## config.mk

```make
export PLATFORM = sky130hd
export DESIGN_NAME = data_cache
export DESIGN_NICKNAME = d
export VERILOG_FILES = /design/src/rtl/dcache_pkg.sv /design/src/rtl/dcache_line_store.sv /design/src/rtl/data_cache.sv
export SDC_FILE = /design/constraint.sdc
export NUM_CORES = 1
export LEC_CHECK = 0
export ABC_AREA = 1
export BUFFER_PORTS_ARGS = -buffer_cell sky130_fd_sc_hd__buf_2
export CORE_ASPECT_RATIO = 1.25
export CORE_MARGIN = 5
export CORE_UTILIZATION = 54
export CTS_CLUSTER_SIZE = 28
export DETAILED_ROUTE_END_ITERATION = 10
export GPL_TIMING_DRIVEN = 0
export PLACE_DENSITY = 0.75
export SLEW_MARGIN = 15
export SYNTH_ARGS = -nofsm -noshare
export SYNTH_HDL_FRONTEND = slang
export SYNTH_SLANG_ARGS = --single-unit
```

## constraint.sdc

```tcl
create_clock -name clk -period 2.25 [get_ports clk]
set_clock_uncertainty 0.2 [all_clocks]
set_input_delay 0.45 -clock clk [delete_from_list [all_inputs] [get_ports clk]]
set_output_delay 0.45 -clock clk [all_outputs]
set_load 0.01 [all_outputs]
```

## src/rtl/dcache_pkg.sv

```systemverilog
// dcache_pkg: shared geometry constants and FSM state encoding for the data cache
package dcache_pkg;
    localparam int TAG_W       = 3;
    localparam int INDEX_W     = 3;
    localparam int OFFSET_W    = 2;
    localparam int BLOCKS      = 8;
    localparam int BLOCK_BYTES = 4;
    localparam int LINE_W      = 8 * BLOCK_BYTES;

    typedef enum logic [1:0] {
        IDLE      = 2'd0,
        WRITEBACK = 2'd1,
        FETCH     = 2'd2,
        UPDATE    = 2'd3
    } state_t;
endpackage

```

## src/rtl/dcache_line_store.sv

```systemverilog
// dcache_line_store: valid/dirty/tag/data arrays with a byte-write port and a line-fill port
module dcache_line_store
    import dcache_pkg::*;
(
    input  logic                clk,
    input  logic                reset,
    input  logic [INDEX_W-1:0]  index,
    input  logic [OFFSET_W-1:0] offset,
    input  logic                byte_we,
    input  logic [7:0]          byte_data,
    input  logic                fill_we,
    input  logic [TAG_W-1:0]    fill_tag,
    input  logic [LINE_W-1:0]   fill_data,
    output logic                valid,
    output logic                dirty,
    output logic [TAG_W-1:0]    tag,
    output logic [LINE_W-1:0]   data
);
    logic [BLOCKS-1:0] valid_q;
    logic [BLOCKS-1:0] dirty_q;
    logic [TAG_W-1:0]  tag_q  [BLOCKS];
    logic [LINE_W-1:0] data_q [BLOCKS];

    assign valid = valid_q[index];
    assign dirty = dirty_q[index];
    assign tag   = tag_q[index];
    assign data  = data_q[index];

    // status bits: cleared by reset, set clean on fill, marked dirty by a store
    always_ff @(posedge clk or posedge reset) begin
        if (reset) begin
            valid_q <= '0;
            dirty_q <= '0;
        end else if (fill_we) begin
            valid_q[index] <= 1'b1;
            dirty_q[index] <= 1'b0;
        end else if (byte_we) begin
            dirty_q[index] <= 1'b1;
        end
    end

    // payload arrays need no reset; valid gates every use of them
    always_ff @(posedge clk) begin
        if (fill_we) begin
            tag_q[index]  <= fill_tag;
            data_q[index] <= fill_data;
        end else if (byte_we) begin
            data_q[index][{offset, 3'b000} +: 8] <= byte_data;
        end
    end
endmodule

```

## src/rtl/data_cache.sv

```systemverilog
// data_cache: direct-mapped write-back write-allocate cache with block-wide memory handshake
module data_cache
    import dcache_pkg::*;
(
    input  logic                       clk,
    input  logic                       reset,
    input  logic                       read,
    input  logic                       write,
    input  logic [7:0]                 address,
    input  logic [7:0]                 writedata,
    output logic [7:0]                 readdata,
    output logic                       busywait,
    output logic                       mem_read,
    output logic                       mem_write,
    output logic [TAG_W+INDEX_W-1:0]   mem_address,
    output logic [LINE_W-1:0]          mem_writedata,
    input  logic [LINE_W-1:0]          mem_readdata,
    input  logic                       mem_busywait
);
    state_t state, state_next;
    logic seen_busy;
    logic [LINE_W-1:0] fetched;
    logic line_valid, line_dirty;
    logic [TAG_W-1:0] line_tag;
    logic [LINE_W-1:0] line_data;

    wire [TAG_W-1:0]    req_tag    = address[7:5];
    wire [INDEX_W-1:0]  index      = address[4:2];
    wire [OFFSET_W-1:0] offset     = address[1:0];
    wire                req        = read | write;
    wire                hit        = line_valid & (line_tag == req_tag);
    wire                idle_hit   = (state == IDLE) & hit;
    wire                xfer_done  = seen_busy & ~mem_busywait;

    dcache_line_store u_store (
        .clk       (clk),
        .reset     (reset),
        .index     (index),
        .offset    (offset),
        .byte_we   (idle_hit & write),
        .byte_data (writedata),
        .fill_we   (state == UPDATE),
        .fill_tag  (req_tag),
        .fill_data (fetched),
        .valid     (line_valid),
        .dirty     (line_dirty),
        .tag       (line_tag),
        .data      (line_data)
    );

    assign busywait      = req & ~idle_hit;
    assign readdata      = (idle_hit & read & ~write) ? line_data[{offset, 3'b000} +: 8] : 8'h00;
    assign mem_read      = state == FETCH;
    assign mem_write     = state == WRITEBACK;
    assign mem_address   = mem_write ? {line_tag, index} : mem_read ? {req_tag, index} : '0;
    assign mem_writedata = mem_write ? line_data : '0;

    // next state: a miss goes through write-back only when the victim is dirty
    always_comb begin
        state_next = state;
        case (state)
            IDLE:      state_next = (req & ~hit) ? (line_dirty ? WRITEBACK : FETCH) : IDLE;
            WRITEBACK: state_next = xfer_done ? FETCH : WRITEBACK;
            FETCH:     state_next = xfer_done ? UPDATE : FETCH;
            UPDATE:    state_next = IDLE;
            default:   state_next = IDLE;
        endcase
    end

    // state, memory-busy tracking per transfer, and capture of the fetched block
    always_ff @(posedge clk or posedge reset) begin
        if (reset) begin
            state     <= IDLE;
            seen_busy <= 1'b0;
            fetched   <= '0;
        end else begin
            state     <= state_next;
            seen_busy <= (state_next != state) ? 1'b0 : seen_busy | (mem_busywait & (mem_read | mem_write));
            fetched   <= (mem_read & xfer_done) ? mem_readdata : fetched;
        end
    end
endmodule

```

* Word-level counts from Yosys, hierarchy flattened
Memory sizes are Yosys's and may differ from the RTL's. Cells that the tools add are included.
Word-level totals: bits in registers 51, memory bits (writable) 280, output and inout port bits 49, memories 2
Operators by class: add/subtract/negate cells 1, order comparisons 2, eq/ne operators 5, shifts and indexed selects 3, mux-type cells 55, bitwise gates (word level) 53, reduce and logical (&&, ||, !) cells 3
Memory list:
- u_store.data_q | depth 8, bits a word 32, read ports 1, clocked after Yosys merged registers in 0, wr ports 1, RTL line dcache_line_store.sv:22 | logic [LINE_W-1:0] data_q [BLOCKS];
- u_store.tag_q | depth 8, bits a word 3, read ports 1, clocked after Yosys merged registers in 0, wr ports 1, RTL line dcache_line_store.sv:21 | logic [TAG_W-1:0] tag_q [BLOCKS];
Operators by type and width (count):
- $mux 32 | 2
- $mux 1 | 41
- $or 1x1->1 | 35
- $shift 8x7->32 const A | 1
- $shiftx 32x6->8 | 1
- $shiftx 8x7->32 | 1
- $mux 8 | 3
- $or 8x8->8 | 2
- $mux 6 | 2
- $and 1x1->1 | 10
- $and 8x8->8 | 1
- $not 8->8 | 1
- $pmux 2 s4 | 1
- $neg 5->7 | 1
- $bmux 1 s3 | 2
- $mux 2 | 3
- $eq 2x2->1 const B | 2
- $lt 3x4->1 const B | 1
- $not 1->1 | 4
- $demux 1 s3 | 1
- $eq 3x3->1 | 1
- $ge 3x1->1 const B | 1
- $eq 2x1->1 const B | 1
- $logic_not 2->1 | 1
- 3 further kinds | 3

* Depth between registers and ports, before layout
Gate-level depths: netlist of run 1.
depth in word-level cells 9, mapped depth 16

* By module
Synthesis of run 1 repeated with hierarchy kept, for this count alone.
Second synthesis, totals: cell total of the unflattened synthesis 1847, area, all modules 15924.0 sq um
By module, submodules not included:
- dcache_line_store | times used 1, cells an instance 1508, area each 13738.2 sq um
- data_cache | times used 1, cells an instance 339, area each 2185.8 sq um

* Worst setup path before layout of run 1
Ideal clock, no wire load.
path kind input to register, start in address[0], end mem u_store.data_q[0][16] (netlist name) (data pin), library setup time 0.183 ns, arrival time 2.592 ns, required time 1.867 ns, slack -0.726 ns, cell stages on the path 9, buffers on the path 3, path through clkbuf_1 clkinv_1 clkbuf_1 ha_1 clkbuf_1 clkinv_1 nor2_1 nand2_1 o21ai_2
On the way: word-level cells in the longest chain between the ends 4, elaborated cells on any way between the ends 5
Ends and longest elaborated chain:
- from (decl) | RTL line data_cache.sv:9 | input logic [7:0] address,
- $neg 5->7 * | RTL line dcache_line_store.sv:48 | data_q[index][{offset, 3'b000} +: 8] <= byte_data;
- $shift 8x7->32 | RTL line dcache_line_store.sv:48
- $mux 32 (not written as such) | RTL line dcache_line_store.sv:48
- $mux 1 (no source line) *
- to (decl) | RTL line dcache_line_store.sv:22
Every way passes the cells marked *; elsewhere a longest branch is shown, timed or not.

* Worst setup path after layout of run 1
start in address[2], end out readdata[1]
On the way: word-level cells in the longest chain between the ends 7, elaborated cells on any way between the ends 11
Ends and longest elaborated chain:
- $mem_v2 8x3 / $bmux 1 s3 (equally long branches)
- $eq 3x3->1 / $mux 1 (equally long branches) | RTL line data_cache.sv:31, dcache_line_store.sv:24
- $and 1x1->1 | RTL line data_cache.sv:31 | wire hit = line_valid & (line_tag == req_tag);
- $and 1x1->1 | RTL line data_cache.sv:32 | wire idle_hit = (state == IDLE) & hit;
- $and 1x1->1 (2 in a row) | RTL line data_cache.sv:52 | assign readdata = (idle_hit & read & ~write) ? line_data[{offset, 3'b000} +: 8] : 8'h00;
- $mux 8 * | RTL line data_cache.sv:52
- to (decl) | RTL line data_cache.sv:11 | output logic [7:0] readdata,
Every way passes the cells marked *; elsewhere a longest branch is shown, timed or not. The select of a mux whose other input is x is not followed.

==> summary.txt, run 1 <==
Status - finished with violations
Violated checks - negative setup slack
Final Cycle Share - 138%
Final hold viol count - 0
Netlist Area Pre-Place - 14,200 sq um
Seq pwr share - 44.6%
Final std cells w/o fill - 1,895
Routed vias/inst - 6.13
FFs w/ async S/R, synth - 15.4%
Clock sink count - 331
Rel. slew slack - 28.0%
Top layer in use - met4
Placed insts - 1,720
Initial DRC count - 1,435
Slew Viols, Final - 0
Synthesized area per cell - 11.1 sq um
Syn-to-layout area delta - 38.1%
Net Count, Synth - 1,342
# DRC - 0
Worst-Margin Slew - 1080 ps
Net Sw Frac - 30.1%
Gate power share - 24.1%
Leakage - 7.71 nW
Setup CP Type - in -> out
Cell family with most CP delay - buffers and inverters
CTS tree - yes
Syn Inst Count - 1,279
Critical Path Most Common Cell - buf_12
Met1 WL - 16.1 mm
First-pass GRT wire length - 70.4 mm
Final antenna-violating net count - 0
Die height - 191 um
Clk Latency, worst-skew pair - 570 ps
Worst vdd ir - 0.896 mV
Core Area - 25,900 sq um
Area after DPL - 15,900 sq um
Required time of the critical path - 1600 ps
CP endpoint kind - output pin
Final instance area - 19,600 sq um
Dpl ws - -1590 ps
Hold_ws - 39.3 ps
GR Overflow Total - 0
Most common cell after layout, fill and taps aside - nand2_1
Final Worst Setup Slack - -858 ps
Share of cells above drive strength 1 - 32.0%
Slowest stage delay, CP - 380 ps
Most frequent cells in the layout - 378 x nand2_1, 280 x edfxtp_1, 91 x buf_2
Syn. warnings - 0
Yosys reg bits - 331
Rows - 66
FILL cells - 1,504
Final WL - 49.3 mm
Part of the power in the clock network - 31.4%
Gr usage total - 32.2%
Clock Pin Slew Worst Setup and Hold Paths - 70 ps
Tot Pwr - 18.2 mW
RSZ-0062 raised after global routing - yes
P_int - 12.7 mW
Startpoint type of the worst setup path - input pin
WL/cell - 26.0 um
Synth Flop Type - edfxtp_1
Register area share after synthesis - 68.4%
RD Place Congestion - 0.914
Antenna violations before repair - 0
Count of different cell masters after synthesis - 38
Vias in the first global route - 11,600
Max Cap Viol - 0
Critical Path Slowest Stage Cell - a221oi_2
TritonCTS Buffers - 30
Worst-case clock buffer depth - 3
Clock root buffer - clkbuf_16
Largest net degree at the start of global routing - 34
Final min period - 3110 ps
H-tree levels - 1
CP bufs+invs - 7
Num ports - 102
Number of synthesized flops with an enable pin - 280
CP Cell Sequence - buf_12 -> buf_12 -> buf_12 -> nand2_4 -> inv_2 -> buf_12 -> clkbuf_16 -> a221oi_2 -> nand3_1 -> o211ai_1 -> a21oi_2 -> buf_2
Die Area - 29,600 sq um
Net Switching - 5.47 mW
Final design utilization - 75.5%
Setup TNS - -336,470 ps
Final setup fails - 605
Max Fanout on Critical Path - 8
Die width - 155 um
FMAX - 322 MHz
Final nets - 1,593
Port Buf Inserts - 100
Worst Path Arrival - 2460 ps
Hold WC Path Type - in -> reg
DR vias - 11,600
Met3 Wirelength - 5.42 mm
Pwr dens - 929 nW/um^2
Reg2Reg Setup Slack - -720 ps
First drt pass iteration count - 6
Post-DP HPWL - 28.0 mm
Initial Utilization - 54.6%
Met2 wire length - 23.6 mm
## power groups by stage
stage / registers, mW / clock network (mW) / logic [mW]
floorplan: 8.12 / 0 / 2.16
global placement: 8.18 / 0 / 3.17
detailed placement: 8.20 / 0 / 3.27
CTS: 8.08 / 5.59 / 4.10
global route: 8.15 / 5.94 / 4.62
finish: 8.11 / 5.70 / 4.38
## final timing paths
path | from | to | depth (start not counted)
max | address[2] | readdata[1] | 12
min | address[6] | u_store.tag_q[3][1] | 1
max reg2reg | state[0] | u_store.data_q[1][10] | 5
min reg2reg | fetched[22] | fetched[22] | 2
max in group asynchronous | reset | u_store.valid_q[1] | 4
min in group asynchronous | reset | fetched[3] | 3
## state kept, by name (all words and copies together), names as in the netlist, named ones only
register,count
seen_busy,1
u_store.valid_q,8
fetched,32
u_store.tag_q,24
u_store.data_q,256
state,2
## cells in the mapped netlist, drive strengths merged, types with 6 or more instances
| master | number | area, sq um |
|---|---|---|
| a211oi | 10 | 75.1 |
| a21oi | 60 | 300 |
| a221oi | 20 | 175 |
| a22o | 7 | 61.3 |
| a22oi | 9 | 67.6 |
| a31oi | 6 | 37.5 |
| buf | 18 | 133 |
| clkbuf | 43 | 161 |
| dfrtp | 51 | 1280 |
| edfxtp | 280 | 8410 |
| ha | 10 | 125 |
| inv | 96 | 360 |
| nand2 | 414 | 1560 |
| nand3 | 73 | 385 |
| nand4 | 17 | 106 |
| nor2 | 74 | 304 |
| o211ai | 8 | 60.1 |
| o21ai | 56 | 400 |
| o22ai | 7 | 43.8 |
## final cells by class
| type | count | area [sq um] | area share (%) |
|---|---|---|---|
| clock buffers | 35 | 801 | 4.09 |
| well taps | 340 | 425 | 2.17 |
| inverters | 99 | 415 | 2.12 |
| multi-input cells | 788 | 5150 | 26.3 |
| diodes | 1 | 2.50 | 0.0128 |
| flip-flops and latches | 331 | 9680 | 49.5 |
| repair buffers | 219 | 1870 | 9.54 |
| plain buffers | 61 | 921 | 4.71 |
| clock inverters | 21 | 295 | 1.51 |
## worst reg2reg max path: stages, from the launching register on
cell and delay [ps]:
dfrtp_1 440, ha_1 260, nor2_1 830, nand3_2 280, buf_6 260, a21oi_4 360
## cells by family (layout without fill, tap and decap cells)
family / after synthesis / after routing / share of synthesized area (%)
other: 0 / 1 / 0
DFF: 331 / 331 / 68.4
buffers and inverters: 160 / 435 / 4.70
and+or+nand+nor: 589 / 589 / 17.1
AOI/OAI and AO/OA: 189 / 189 / 8.97
adders and majority gates: 10 / 10 / 0.883
## layer usage
| layer | up-vias | GRT usage (%) |
|---|---|---|
| li1 | 4924 | - |
| met1 | 5534 | 37.8 |
| met2 | 906 | 54.4 |
| met3 | 261 | 5.77 |
| met4 | 0 | 20.9 |
| met5 | - | 0 |
## what timing repair did
item                       CTS  global route
pin swaps                   36            14
hold buffers                33             0
setup endpoints to repair  607           607
gates cloned                11             2
buffers inserted            64            11
resized for setup          279            17
hold endpoints to repair    64             0
Note: power is estimated with default switching activity, not from simulation.
==> run 2: changes to the inputs <==
==> constraint.sdc (replaced) <==
create_clock -name clk -period 2.8 [get_ports clk]
set_clock_uncertainty 0.2 [all_clocks]
set_input_delay 0.56 -clock clk [delete_from_list [all_inputs] [get_ports clk]]
set_output_delay 0.56 -clock clk [all_outputs]
set_load 0.01 [all_outputs]
==> summary.txt, run 2 (synthesis results as in run 1) <==
Slew Viols, Final - 0 (unchanged)
Status - finished with violations
Worst r2r dst - u_store.data_q[5][31]
DR vias - 12,200 (+5.0%)
Final antenna-violating net count - 0 (unchanged)
Die height - 191 um (unchanged)
Final setup fails - 53 (-91%)
Worst vdd ir - 0.582 mV (-35%)
FF-to-FF Start - u_store.tag_q[5][1]
Final nets - 1,593 (unchanged)
RSZ-0062 raised after global routing - yes
Final min period - 3480 ps
Diode count - 0 (-1)
Initial Utilization - 54.6% (unchanged)
Rows - 66 (unchanged)
WL/cell - 28.0 um (+7.7%)
Most common cell after layout, fill and taps aside - nand2_1
GR Overflow Total - 0 (unchanged)
Most frequent cells in the layout - 374 x nand2_1, 280 x edfxtp_1, 87 x buf_2
FMAX - 287 MHz
FF-to-FF path depth - 14 (+9)
Syn-to-layout area delta - 38.1% (about the same)
Largest net degree at the start of global routing - 33 (-2.9%)
Pwr dens - 734 nW/um^2 (-21%)
Worst-case clock buffer depth - 3 (unchanged)
Vias in the first global route - 11,300 (-2.5%)
Hold_ws - -8.18 ps (-47.5 ps)
Multi-input gate area - 5200 sq um (+0.87%)
Max Cap Viol - 0 (unchanged)
FILL cells - 1,411 (-6.2%)
Post-DP HPWL - 27.7 mm (-0.87%)
Antenna violations before repair - 0 (unchanged)
Share of cells above drive strength 1 - 35.1% (+3.0 points)
Max reg flops - 256 (unchanged)
Clock sink count - 331 (unchanged)
Gr usage total - 30.1% (-2.1 points)
Largest regs - u_store.data_q x256, fetched x32, u_store.tag_q x24
Clock Pin Slew Worst Setup and Hold Paths - 60 ps (about the same)
Final Cycle Share - 124%
Routed vias/inst - 6.45 (+5.2%)
H-tree levels - 1 (unchanged)
Worst-Margin Slew - 961 ps (-114 ps)
Max Fanout on Critical Path - 8 (unchanged)
Port Buf Inserts - 100 (unchanged)
CP endpoint kind - output pin
Endpoint, Worst Hold - fetched[12]
Required time of the critical path - 2040 ps (+440 ps)
Clk Latency, worst-skew pair - 570 ps (about the same)
Reg2Reg Setup Slack - -20 ps (+700 ps)
TritonCTS Buffers - 31 (+3.3%)
Final Worst Setup Slack - -684 ps (+173 ps)
Initial DRC count - 1,735 (+21%)
Worst Hold Launch - mem_readdata[12]
Startpoint type of the worst setup path - input pin
Tot Pwr - 14.4 mW (-21%)
Final hold viol count - 7 (+7)
First drt pass iteration count - 7 (+1)
Final instance area - 19,600 sq um (about the same)
Final WL - 53.0 mm (+7.6%)
Num ports - 102 (unchanged)
Clock root buffer - clkbuf_16
First-pass GRT wire length - 66.4 mm (-5.7%)
Core Area - 25,900 sq um (unchanged)
Final design utilization - 75.4% (about the same)
Seq. cell area - 9680 sq um (unchanged)
Worst Path Arrival - 2720 ps (+260 ps)
Die Area - 29,600 sq um (unchanged)
CTS tree - yes
Rel. slew slack - 35.9% (+7.9 points)
Biggest register - u_store.data_q
# DRC - 0 (unchanged)
Hold WC Path Type - in -> reg
Hold depth - 3 (+2)
Area after DPL - 15,200 sq um (-4.7%)
Critical Path Source - address[2]
Leakage - 7.65 nW (-0.73%)
Die width - 155 um (unchanged)
RD Place Congestion - 0.932 (+2.0%)
Violated checks - negative hold slack, negative setup slack
Setup CP Type - in -> out
## run 2: cell type report
class / instances / area share [%]
Clock inverter: 22 / 1.43
Buffer: 60 / 3.72
Multi-Input combinational cell: 788 / 26.6
Clock buffer: 33 / 4.00
Timing Repair Buffer: 219 / 10.4
Tap cell: 340 / 2.17
Sequential cell: 331 / 49.5
Inverter: 99 / 2.16
## run 2: layer usage
| layer | vias to the layer above | routed length, um | track usage, % |
|---|---|---|---|
| li1 | 4922 | - | - |
| met2 | 1183 | 24800 | 50.4 |
| met1 | 5702 | 16400 | 34.8 |
| met5 | - | 0 | 0 |
| met3 | 401 | 6400 | 6.45 |
| met4 | 0 | 5470 | 20.1 |
## run 2: worst max path at each step
stage | endpoint | depth (start not counted)
after detailed placement | readdata[3] | 12
final | readdata[5] | 13
after floorplan | u_store.data_q[0][0] | 14
after CTS | readdata[7] | 12
after global placement | readdata[5] | 11
after global routing | readdata[6] | 14
## run 2: power by group
part	switching, mW	leakage [nW]	internal, mW	total, mW
clock network	1.94	0.517	2.58	4.52
registers	0.215	3.17	6.28	6.49
logic	2.28	3.97	1.07	3.36
## run 2: repair_timing
item	4_1_cts	5_1_grt
setup buffers	38	60
hold endpoints to repair	50	0
hold buffers	20	0
gates resized for setup	271	203
pin swaps	33	80
endpoints found under the setup margin	562	490
gates cloned	2	3
## run 2: critical path: stages
cell	delay, ps
buf_8	90
buf_6	120
buf_12	130
nor2_4	70
buf_12	140
clkbuf_16	170
nand2_4	70
nand3_2	50
nor2_1	120
nand4_1	230
o211ai_1	680
a21oi_2	110
buf_2	170
## run 2: stage by stage
| stage | TNS (ps) | setup slack (ps) | cells |
|---|---|---|---|
| 6_report | -8310 | -684 | 1892 |
| 5_1_grt | -14150 | -642 | 1892 |
| 4_1_cts | -3750 | -413 | 1833 |
| 3_5_place_dp | -552570 | -1260 | 1720 |
| 3_3_place_gp | -516780 | -1220 | 1719 |
| 2_1_floorplan | -34340 | -132 | 1279 |
